### src/rtl/intensity_pipe_if.sv
// Handshake bundle between the pixel-window fetch, intensity_pipe and the filter stages.
// The slave modport is the converter's view; master is the upstream/downstream view.
interface intensity_pipe_if #(
  parameter int unsigned NUM_PIX = 9,
  parameter int unsigned PIX_W   = 8,
  parameter int unsigned CNT_W   = 16
);
  logic                       in_valid;
  logic                       in_ready;
  logic [3*PIX_W*NUM_PIX-1:0] pixel_data;
  logic [1:0]                 mode;
  logic                       out_valid;
  logic                       out_ready;
  logic [PIX_W*NUM_PIX-1:0]   i_grid;
  logic [CNT_W-1:0]           grp_cnt;

  modport master (
    output in_valid, pixel_data, mode, out_ready,
    input  in_ready, out_valid, i_grid, grp_cnt
  );

  modport slave (
    input  in_valid, pixel_data, mode, out_ready,
    output in_ready, out_valid, i_grid, grp_cnt
  );
endinterface

### src/rtl/intensity_pipe.sv
// Two-stage RGB-to-intensity converter for a group of NUM_PIX pixels with four selectable
// modes, valid/ready on both sides and a count of delivered groups.
module intensity_pipe #(
  parameter int unsigned NUM_PIX = 9,
  parameter int unsigned PIX_W   = 8,
  parameter int unsigned CNT_W   = 16
) (
  input logic              clk,
  input logic              rst,
  intensity_pipe_if.slave  bus
);
  localparam int unsigned PixBits = 3 * PIX_W;
  localparam int unsigned SumW    = PIX_W + 2;
  localparam int unsigned WsumW   = 2 * PIX_W;

  logic [PIX_W-1:0] r_w    [NUM_PIX];
  logic [PIX_W-1:0] g_w    [NUM_PIX];
  logic [PIX_W-1:0] b_w    [NUM_PIX];
  logic [PIX_W-1:0] max_w  [NUM_PIX];
  logic [SumW-1:0]  sum_w  [NUM_PIX];
  logic [WsumW-1:0] wsum_w [NUM_PIX];
  logic [PIX_W-1:0] res_w  [NUM_PIX];

  logic [SumW-1:0]  sum_q  [NUM_PIX];
  logic [WsumW-1:0] wsum_q [NUM_PIX];
  logic [PIX_W-1:0] max_q  [NUM_PIX];
  logic [PIX_W-1:0] g_q    [NUM_PIX];
  logic [1:0]       mode_q;

  logic                     s1_valid_q, s1_valid_d;
  logic                     s2_valid_q, s2_valid_d;
  logic [PIX_W*NUM_PIX-1:0] i_grid_q, i_grid_d;
  logic [CNT_W-1:0]         grp_cnt_q, grp_cnt_d;
  logic                     s1_adv, in_ready, accept, s2_load, out_xfer;

  // Stage-1 arithmetic; pixel 0 sits in the MSBs, each pixel packed {R,G,B}.
  always_comb begin
    for (int unsigned i = 0; i < NUM_PIX; i++) begin
      r_w[i]    = bus.pixel_data[(NUM_PIX-1-i)*PixBits + 2*PIX_W +: PIX_W];
      g_w[i]    = bus.pixel_data[(NUM_PIX-1-i)*PixBits + PIX_W +: PIX_W];
      b_w[i]    = bus.pixel_data[(NUM_PIX-1-i)*PixBits +: PIX_W];
      sum_w[i]  = SumW'(r_w[i]) + SumW'(g_w[i]) + SumW'(b_w[i]);
      wsum_w[i] = WsumW'(77) * WsumW'(r_w[i]) + WsumW'(150) * WsumW'(g_w[i])
                + WsumW'(29) * WsumW'(b_w[i]);
      max_w[i]  = (r_w[i] >= g_w[i]) ? r_w[i] : g_w[i];
      max_w[i]  = (max_w[i] >= b_w[i]) ? max_w[i] : b_w[i];
    end
  end

  // Stage-2 result select; the weights sum to 256 so the luma shift never overflows.
  always_comb begin
    for (int unsigned i = 0; i < NUM_PIX; i++) begin
      case (mode_q)
        2'd0:    res_w[i] = PIX_W'(sum_q[i] / SumW'(3));
        2'd1:    res_w[i] = PIX_W'(wsum_q[i] >> PIX_W);
        2'd2:    res_w[i] = max_q[i];
        default: res_w[i] = g_q[i];
      endcase
    end
  end

  always_comb begin
    s1_adv     = !s2_valid_q || bus.out_ready;
    in_ready   = !s1_valid_q || s1_adv;
    accept     = bus.in_valid && in_ready;
    s2_load    = s1_valid_q && s1_adv;
    out_xfer   = s2_valid_q && bus.out_ready;

    s1_valid_d = accept ? 1'b1 : (s1_adv ? 1'b0 : s1_valid_q);
    s2_valid_d = s1_adv ? s1_valid_q : s2_valid_q;
    grp_cnt_d  = grp_cnt_q + CNT_W'(out_xfer);

    i_grid_d   = i_grid_q;
    if (s2_load) begin
      for (int unsigned i = 0; i < NUM_PIX; i++) begin
        i_grid_d[(NUM_PIX-1-i)*PIX_W +: PIX_W] = res_w[i];
      end
    end
  end

  always_ff @(posedge clk) begin
    if (rst) begin
      s1_valid_q <= 1'b0;
      s2_valid_q <= 1'b0;
      i_grid_q   <= '0;
      grp_cnt_q  <= '0;
    end else begin
      s1_valid_q <= s1_valid_d;
      s2_valid_q <= s2_valid_d;
      i_grid_q   <= i_grid_d;
      grp_cnt_q  <= grp_cnt_d;
    end
  end

  // Stage-1 payload is qualified by s1_valid_q, so it needs no reset.
  always_ff @(posedge clk) begin
    if (accept) begin
      for (int unsigned i = 0; i < NUM_PIX; i++) begin
        sum_q[i]  <= sum_w[i];
        wsum_q[i] <= wsum_w[i];
        max_q[i]  <= max_w[i];
        g_q[i]    <= g_w[i];
      end
      mode_q <= bus.mode;
    end
  end

  assign bus.in_ready  = in_ready;
  assign bus.out_valid = s2_valid_q;
  assign bus.i_grid    = i_grid_q;
  assign bus.grp_cnt   = grp_cnt_q;
endmodule
### src/flat_wrapper.sv
// flat-port wrapper written by rule: the top's interface ports become plain ports
module intensity_pipe_flat 
#(
  parameter int unsigned NUM_PIX = 9,
  parameter int unsigned PIX_W   = 8,
  parameter int unsigned CNT_W   = 16
)
  (clk, rst, bus_in_valid, bus_pixel_data, bus_mode, bus_out_ready, bus_in_ready, bus_out_valid, bus_i_grid, bus_grp_cnt);
  intensity_pipe_if #(.NUM_PIX(NUM_PIX), .PIX_W(PIX_W), .CNT_W(CNT_W)) bus_i ();
  input logic clk;
  input logic rst;
  input wire logic [$bits(bus_i.in_valid)-1:0] bus_in_valid;
  input wire logic [$bits(bus_i.pixel_data)-1:0] bus_pixel_data;
  input wire logic [$bits(bus_i.mode)-1:0] bus_mode;
  input wire logic [$bits(bus_i.out_ready)-1:0] bus_out_ready;
  output wire logic [$bits(bus_i.in_ready)-1:0] bus_in_ready;
  output wire logic [$bits(bus_i.out_valid)-1:0] bus_out_valid;
  output wire logic [$bits(bus_i.i_grid)-1:0] bus_i_grid;
  output wire logic [$bits(bus_i.grp_cnt)-1:0] bus_grp_cnt;
  assign bus_i.in_valid = bus_in_valid;
  assign bus_i.pixel_data = bus_pixel_data;
  assign bus_i.mode = bus_mode;
  assign bus_i.out_ready = bus_out_ready;
  assign bus_in_ready = bus_i.in_ready;
  assign bus_out_valid = bus_i.out_valid;
  assign bus_i_grid = bus_i.i_grid;
  assign bus_grp_cnt = bus_i.grp_cnt;
  intensity_pipe #(.NUM_PIX(NUM_PIX), .PIX_W(PIX_W), .CNT_W(CNT_W)) u_core (.clk(clk), .rst(rst), .bus(bus_i));
endmodule
### config.mk
export PLATFORM = sky130hd
export DESIGN_NAME = intensity_pipe_flat
export DESIGN_NICKNAME = d
export VERILOG_FILES = /design/src/rtl/intensity_pipe_if.sv /design/src/rtl/intensity_pipe.sv /design/src/flat_wrapper.sv
export SDC_FILE = /design/constraint.sdc
export NUM_CORES = 2
export LEC_CHECK = 0
export CAP_MARGIN = 10
export CORE_AREA = 10 10 364 366
export DETAILED_ROUTE_END_ITERATION = 6
export DIE_AREA = 0 0 374 376
export SLEW_MARGIN = 20
export SYNTH_ARGS = -nofsm -noshare
export SYNTH_HDL_FRONTEND = slang
export SYNTH_SLANG_ARGS = --single-unit
### constraint.sdc
create_clock -name clk -period 10.9 [get_ports clk]
set_clock_uncertainty 0.2 [all_clocks]
set_input_delay 1.09 -clock clk [delete_from_list [all_inputs] [get_ports clk]]
set_output_delay 1.09 -clock clk [all_outputs]
set_load 0.01 [all_outputs]
* Yosys cells after proc, flatten, opt, wreduce, memory -nomap -nowiden
Memories as Yosys holds them, arrays and structs flattened. Cells that the tools add are included.
Operators by class: $mul 27, multiplexer cells 31, divide/modulo/power cells 9, eq/ne operators 2, $add $sub $neg 37, reductions and logical operators 9, $lt $le $gt $ge 18
Operators by type and width (number):
- multiplier 7 x 8 -> 15 bit (first input constant) | 18
- one-hot mux 8 bit (3 select lines) | 9
- adder 15 x 16 -> 16 bit | 9
- adder 16 x 13 -> 16 bit | 9
- greater-or-equal comparator 8 bit | 18
- two-way mux 8 bit | 18
- multiplier 5 x 8 -> 13 bit (first input constant) | 9
- adder 10 x 8 -> 10 bit | 9
- divider 10 x 2 -> 10 bit (second input constant) | 9
- adder 8 x 8 -> 9 bit | 9
- adder 16 x 1 -> 16 bit | 1
- two-way mux 1 bit | 4
- logical AND 1 bit | 3
- == test 2 x 1 -> 1 bit (second input constant) | 1
- == test 2 bit (second input constant) | 1
- zero test 1 bit | 2
- zero test 2 bit | 1
- logical OR 1 bit | 2
- nonzero test 2 bit | 1
Storage, ports and cells: logic and storage cells 142, output and inout bits 90, RAM bits 378, bits of input ports 222, memories 4, flip-flop bits (word level) 92
Memory list:
- u_core.wsum_q | depth 9, width 16, read ports 9, clocked after Yosys merged registers in 0, write ports 9, RTL line intensity_pipe.sv:25 | logic [WsumW-1:0] wsum_q [NUM_PIX];
- u_core.sum_q | depth 9, width 10, read ports 9, clocked after Yosys merged registers in 0, write ports 9, RTL line intensity_pipe.sv:24 | logic [SumW-1:0] sum_q [NUM_PIX];
- u_core.g_q | depth 9, width 8, read ports 9, clocked after Yosys merged registers in 0, write ports 9, RTL line intensity_pipe.sv:27 | logic [PIX_W-1:0] g_q [NUM_PIX];
- u_core.max_q | depth 9, width 8, read ports 9, clocked after Yosys merged registers in 0, write ports 9, RTL line intensity_pipe.sv:26 | logic [PIX_W-1:0] max_q [NUM_PIX];

* Logic depth before layout (Yosys ltp)
depth in word-level cells 6, mapped depth 25, mapped depth without buffers 25

* Worst setup path before layout
Ideal clock, no wire load.
kind input-to-reg, from in bus_out_ready, to mem u_core.g_q[0][0], enable pin, stages 3, data arrival time 8.314 ns, path slack 1.675 ns, data required time 9.989 ns, setup time 0.711 ns, path buffers 0, path through nor2b_1 > nand2_1 > and2_1
RTL lines:
- from (decl) | RTL line flat_wrapper.sv:15 | input wire logic [$bits(bus_i.out_ready)-1:0] bus_out_ready;
- to (decl) | RTL line intensity_pipe.sv:27

==> metrics <==
Setup Buffers After CTS=0; Buffers on Ports=311; Clock power frac=0.103; number of sinks on the clock net=398; register area share after synthesis=0.194; fraction of registers with async set or reset after synthesis=0; # Max-Cap Violations=0; fillers=11.5k; RSZ-0062 raised after global routing=false; post-synth cell types=92; Root Buffer=clkbuf_16; clock latency on the worst-skew pair=640 ps; cell area after synthesis=57,000 µm²; number of global-route vias before repair=42.0k; headroom to the max-slew limit=0.236; Initial DRT Pass Iterations=5; status=completed; pin count of the biggest net entering global routing=148; Reg power frac=0.168; Cell Pwr Density=281 nW/µm²; CP endpoint kind=flip-flop; switch share=0.470; share of cells above drive strength 1=0.0547; Final GP Congestion=0.850; TNS Setup=0 ps; kind of critical path=in2reg; NumNets Final=7,853; crit path DAT=7740 ps; Synth Register Bits=398; Starting Density=0.456; leak pwr=30.6 nW; Max Freq=132 MHz; die width=374 µm; Final min period=7560 ps; count of final setup violators=0; deepest clock path buffer count=3; H-Tree Depth=2; initial antenna violation count=5; Final HPWL DP=114 mm; Remaining DRCs=0; I/O pins=312; Cell Area, Placed=61,800 µm²; fin area=63,600 µm²; cell row count=130; cell count after synthesis=5,824; Die Ht=376 µm; CTS tree=done; dominant synthesized flop cell=edfxtp_1; Final Slew Violations=0; critical path required time=11,080 ps; Tcrit/Tclk final=0.694; Via density=5.26; Int Pwr=9.48 mW; Global Route Usage Sum=0.202; Logic pwr share=0.729; WL/cell=18.4 µm; number of synthesis warnings=0; Max Fanout on Critical Path=8; CORE AREA=125,000 µm²; vias=40.8k; Synth Net Count=7,614; Initial DRC Count=1,987; final wirelength=143 mm; Clock Pin Slew Worst Setup and Hold Paths=60 ps; number of CTS-inserted buffers=52; worst hold path type=reg2reg; Die Area=141,000 µm²; first-pass GRT wire length=229 mm; final hold vios=0; GRT Residual Overflow=0; NetSw=8.41 mW; Post-DRT Antenna Nets=0; Slew @ Worst Pin=1140 ps; startpoint types=input pin; Peak VDD IR=417 µV; Post-synth EDFFs=308; Synth-to-Final Area Change=11.6%; Syn Area/Cell=9.79 µm²; post-cts repair resize count=0; Hold Buf Count CTS=0
-- cell type report --
type                            count  area [µm²]  area share
Antenna cell                        2        5.00   0.0000787
Clock buffer                       79        1650      0.0260
Clock inverter                     19         174     0.00273
Inverter                         1150        4320      0.0678
Multi-Input combinational cell   4129       41100       0.646
Sequential cell                   398       11100       0.174
Tap cell                         1650        2060      0.0324
Timing Repair Buffer              332        3290      0.0518
-- through the flow --
stage | std cells | power [mW] | setup slack (ps) | utilization | hold slack (ps)
after floorplan | 5824 | 12.8 | 1670 | - | 263
after global placement | 7659 | 15.8 | 2720 | 0.494 | 250
after detailed placement | 7659 | 16.1 | 2660 | 0.494 | 258
after CTS | 7757 | 18.1 | 3390 | 0.509 | 267
after global routing | 7758 | 20.0 | 2930 | 0.509 | 290
final | 7759 | 17.9 | 3340 | 0.509 | 263
-- cells by family after synthesis --
family | Yosys count | share of synthesized area
compound gates | 969 | 0.111
xor+xnor | 323 | 0.0496
fa+ha+maj | 1571 | 0.412
buf+inv | 1297 | 0.0862
flops | 398 | 0.194
mux | 248 | 0.0588
simple gates | 1018 | 0.0886
-- routing by layer --
layer,part of all wire,vias up,wire [µm],GRT usage
met1,0.46,19800,65600,0.269
met5,0.00028,-,40,0
met4,0.023,6,3260,0.0497
met3,0.046,163,6500,0.0313
met2,0.47,656,67400,0.344
li1,-,20200,-,-
-- path summary, 6_finish.rpt --
kind | cells past startpoint | slack (ps) | end | startpoint
max | 26 | 3340 | u_core.wsum_q[0][95] | bus_pixel_data[83]
min | 2 | 260 | u_core.bus.i_grid[49] | u_core.bus.i_grid[49]
max reg2reg | 14 | 6630 | u_core.bus.i_grid[40] | u_core.sum_q[0][36]
min reg2reg | 2 | 260 | u_core.bus.i_grid[49] | u_core.bus.i_grid[49]
-- power by group through the flow --
stage	Sequential, mW	Clock (mW)	Combinational [mW]
final	3.01	1.84	13.0
after global routing	3.06	1.95	15.0
after CTS	3.01	1.89	13.2
after detailed placement	3.03	0	13.1
after global placement	3.02	0	12.8
after floorplan	2.79	0	10.1
-- cell usage after synthesis, drive strengths merged, types with 25 or more instances --
master,count,area [µm²]
a211oi,47,368
a21o,123,923
a21oi,317,1590
a31oi,25,156
buf,39,194
clkbuf,108,405
dfxtp,90,1800
edfxtp,308,9250
fa,513,10300
ha,1055,13200
inv,1146,4300
mux2,122,1380
mux2i,69,691
mux4,57,1280
nand2,165,619
nand2b,92,576
nand3,45,238
nor2,363,1360
nor2b,61,382
nor3,105,526
o21a,30,225
o21ai,131,656
o21bai,91,683
o22ai,34,213
or3,28,175
xnor2,191,1670
xor2,132,1160
-- cells in the final DEF (no fill, tap or decap), drive strengths merged, types with 22 or more instances in the layout --
master	Yosys	layout
a211oi	47	47
a21o	123	123
a21oi	317	317
a31oi	25	25
buf	39	22
clkbuf	108	79
clkdlybuf4s50	0	310
dfxtp	90	90
edfxtp	308	308
fa	513	513
ha	1055	1055
inv	1146	1148
mux2	122	122
mux2i	69	69
mux4	57	57
nand2	165	165
nand2b	92	92
nand3	45	45
nand4	22	22
nor2	363	363
nor2b	61	61
nor3	105	105
o21a	30	30
o21ai	131	131
o21bai	91	91
o22ai	34	34
or2	23	23
or3	28	28
xnor2	191	191
xor2	132	132
-- sequential cells by signal, summed over array words and instances (netlist names) --
signal,flops
u_core.bus.grp_cnt,16
u_core.bus.i_grid,72
u_core.bus.out_valid,1
u_core.g_q,72
u_core.max_q,72
u_core.mode_q,2
u_core.s1_valid_q,1
u_core.sum_q,90
u_core.wsum_q,72
-- worst max-delay path, stage by stage --
cell and delay (ps):
clkdlybuf4s50_1 690, ha_1 310, ha_1 280, ha_1 270
inv_1 50, fa_1 490, inv_1 40, ha_1 310
a21boi_0 150, o21ai_0 190, nand2b_1 110, xor2_1 150
ha_1 290, fa_1 510, inv_1 50, fa_1 470
inv_1 60, fa_1 510, ha_1 380, nand3_1 100
nand2_1 60, a41oi_1 60, a2111oi_0 740, o21a_1 210
nor2_1 60, xnor2_1 110
Power figures use the tool's default switching activity.
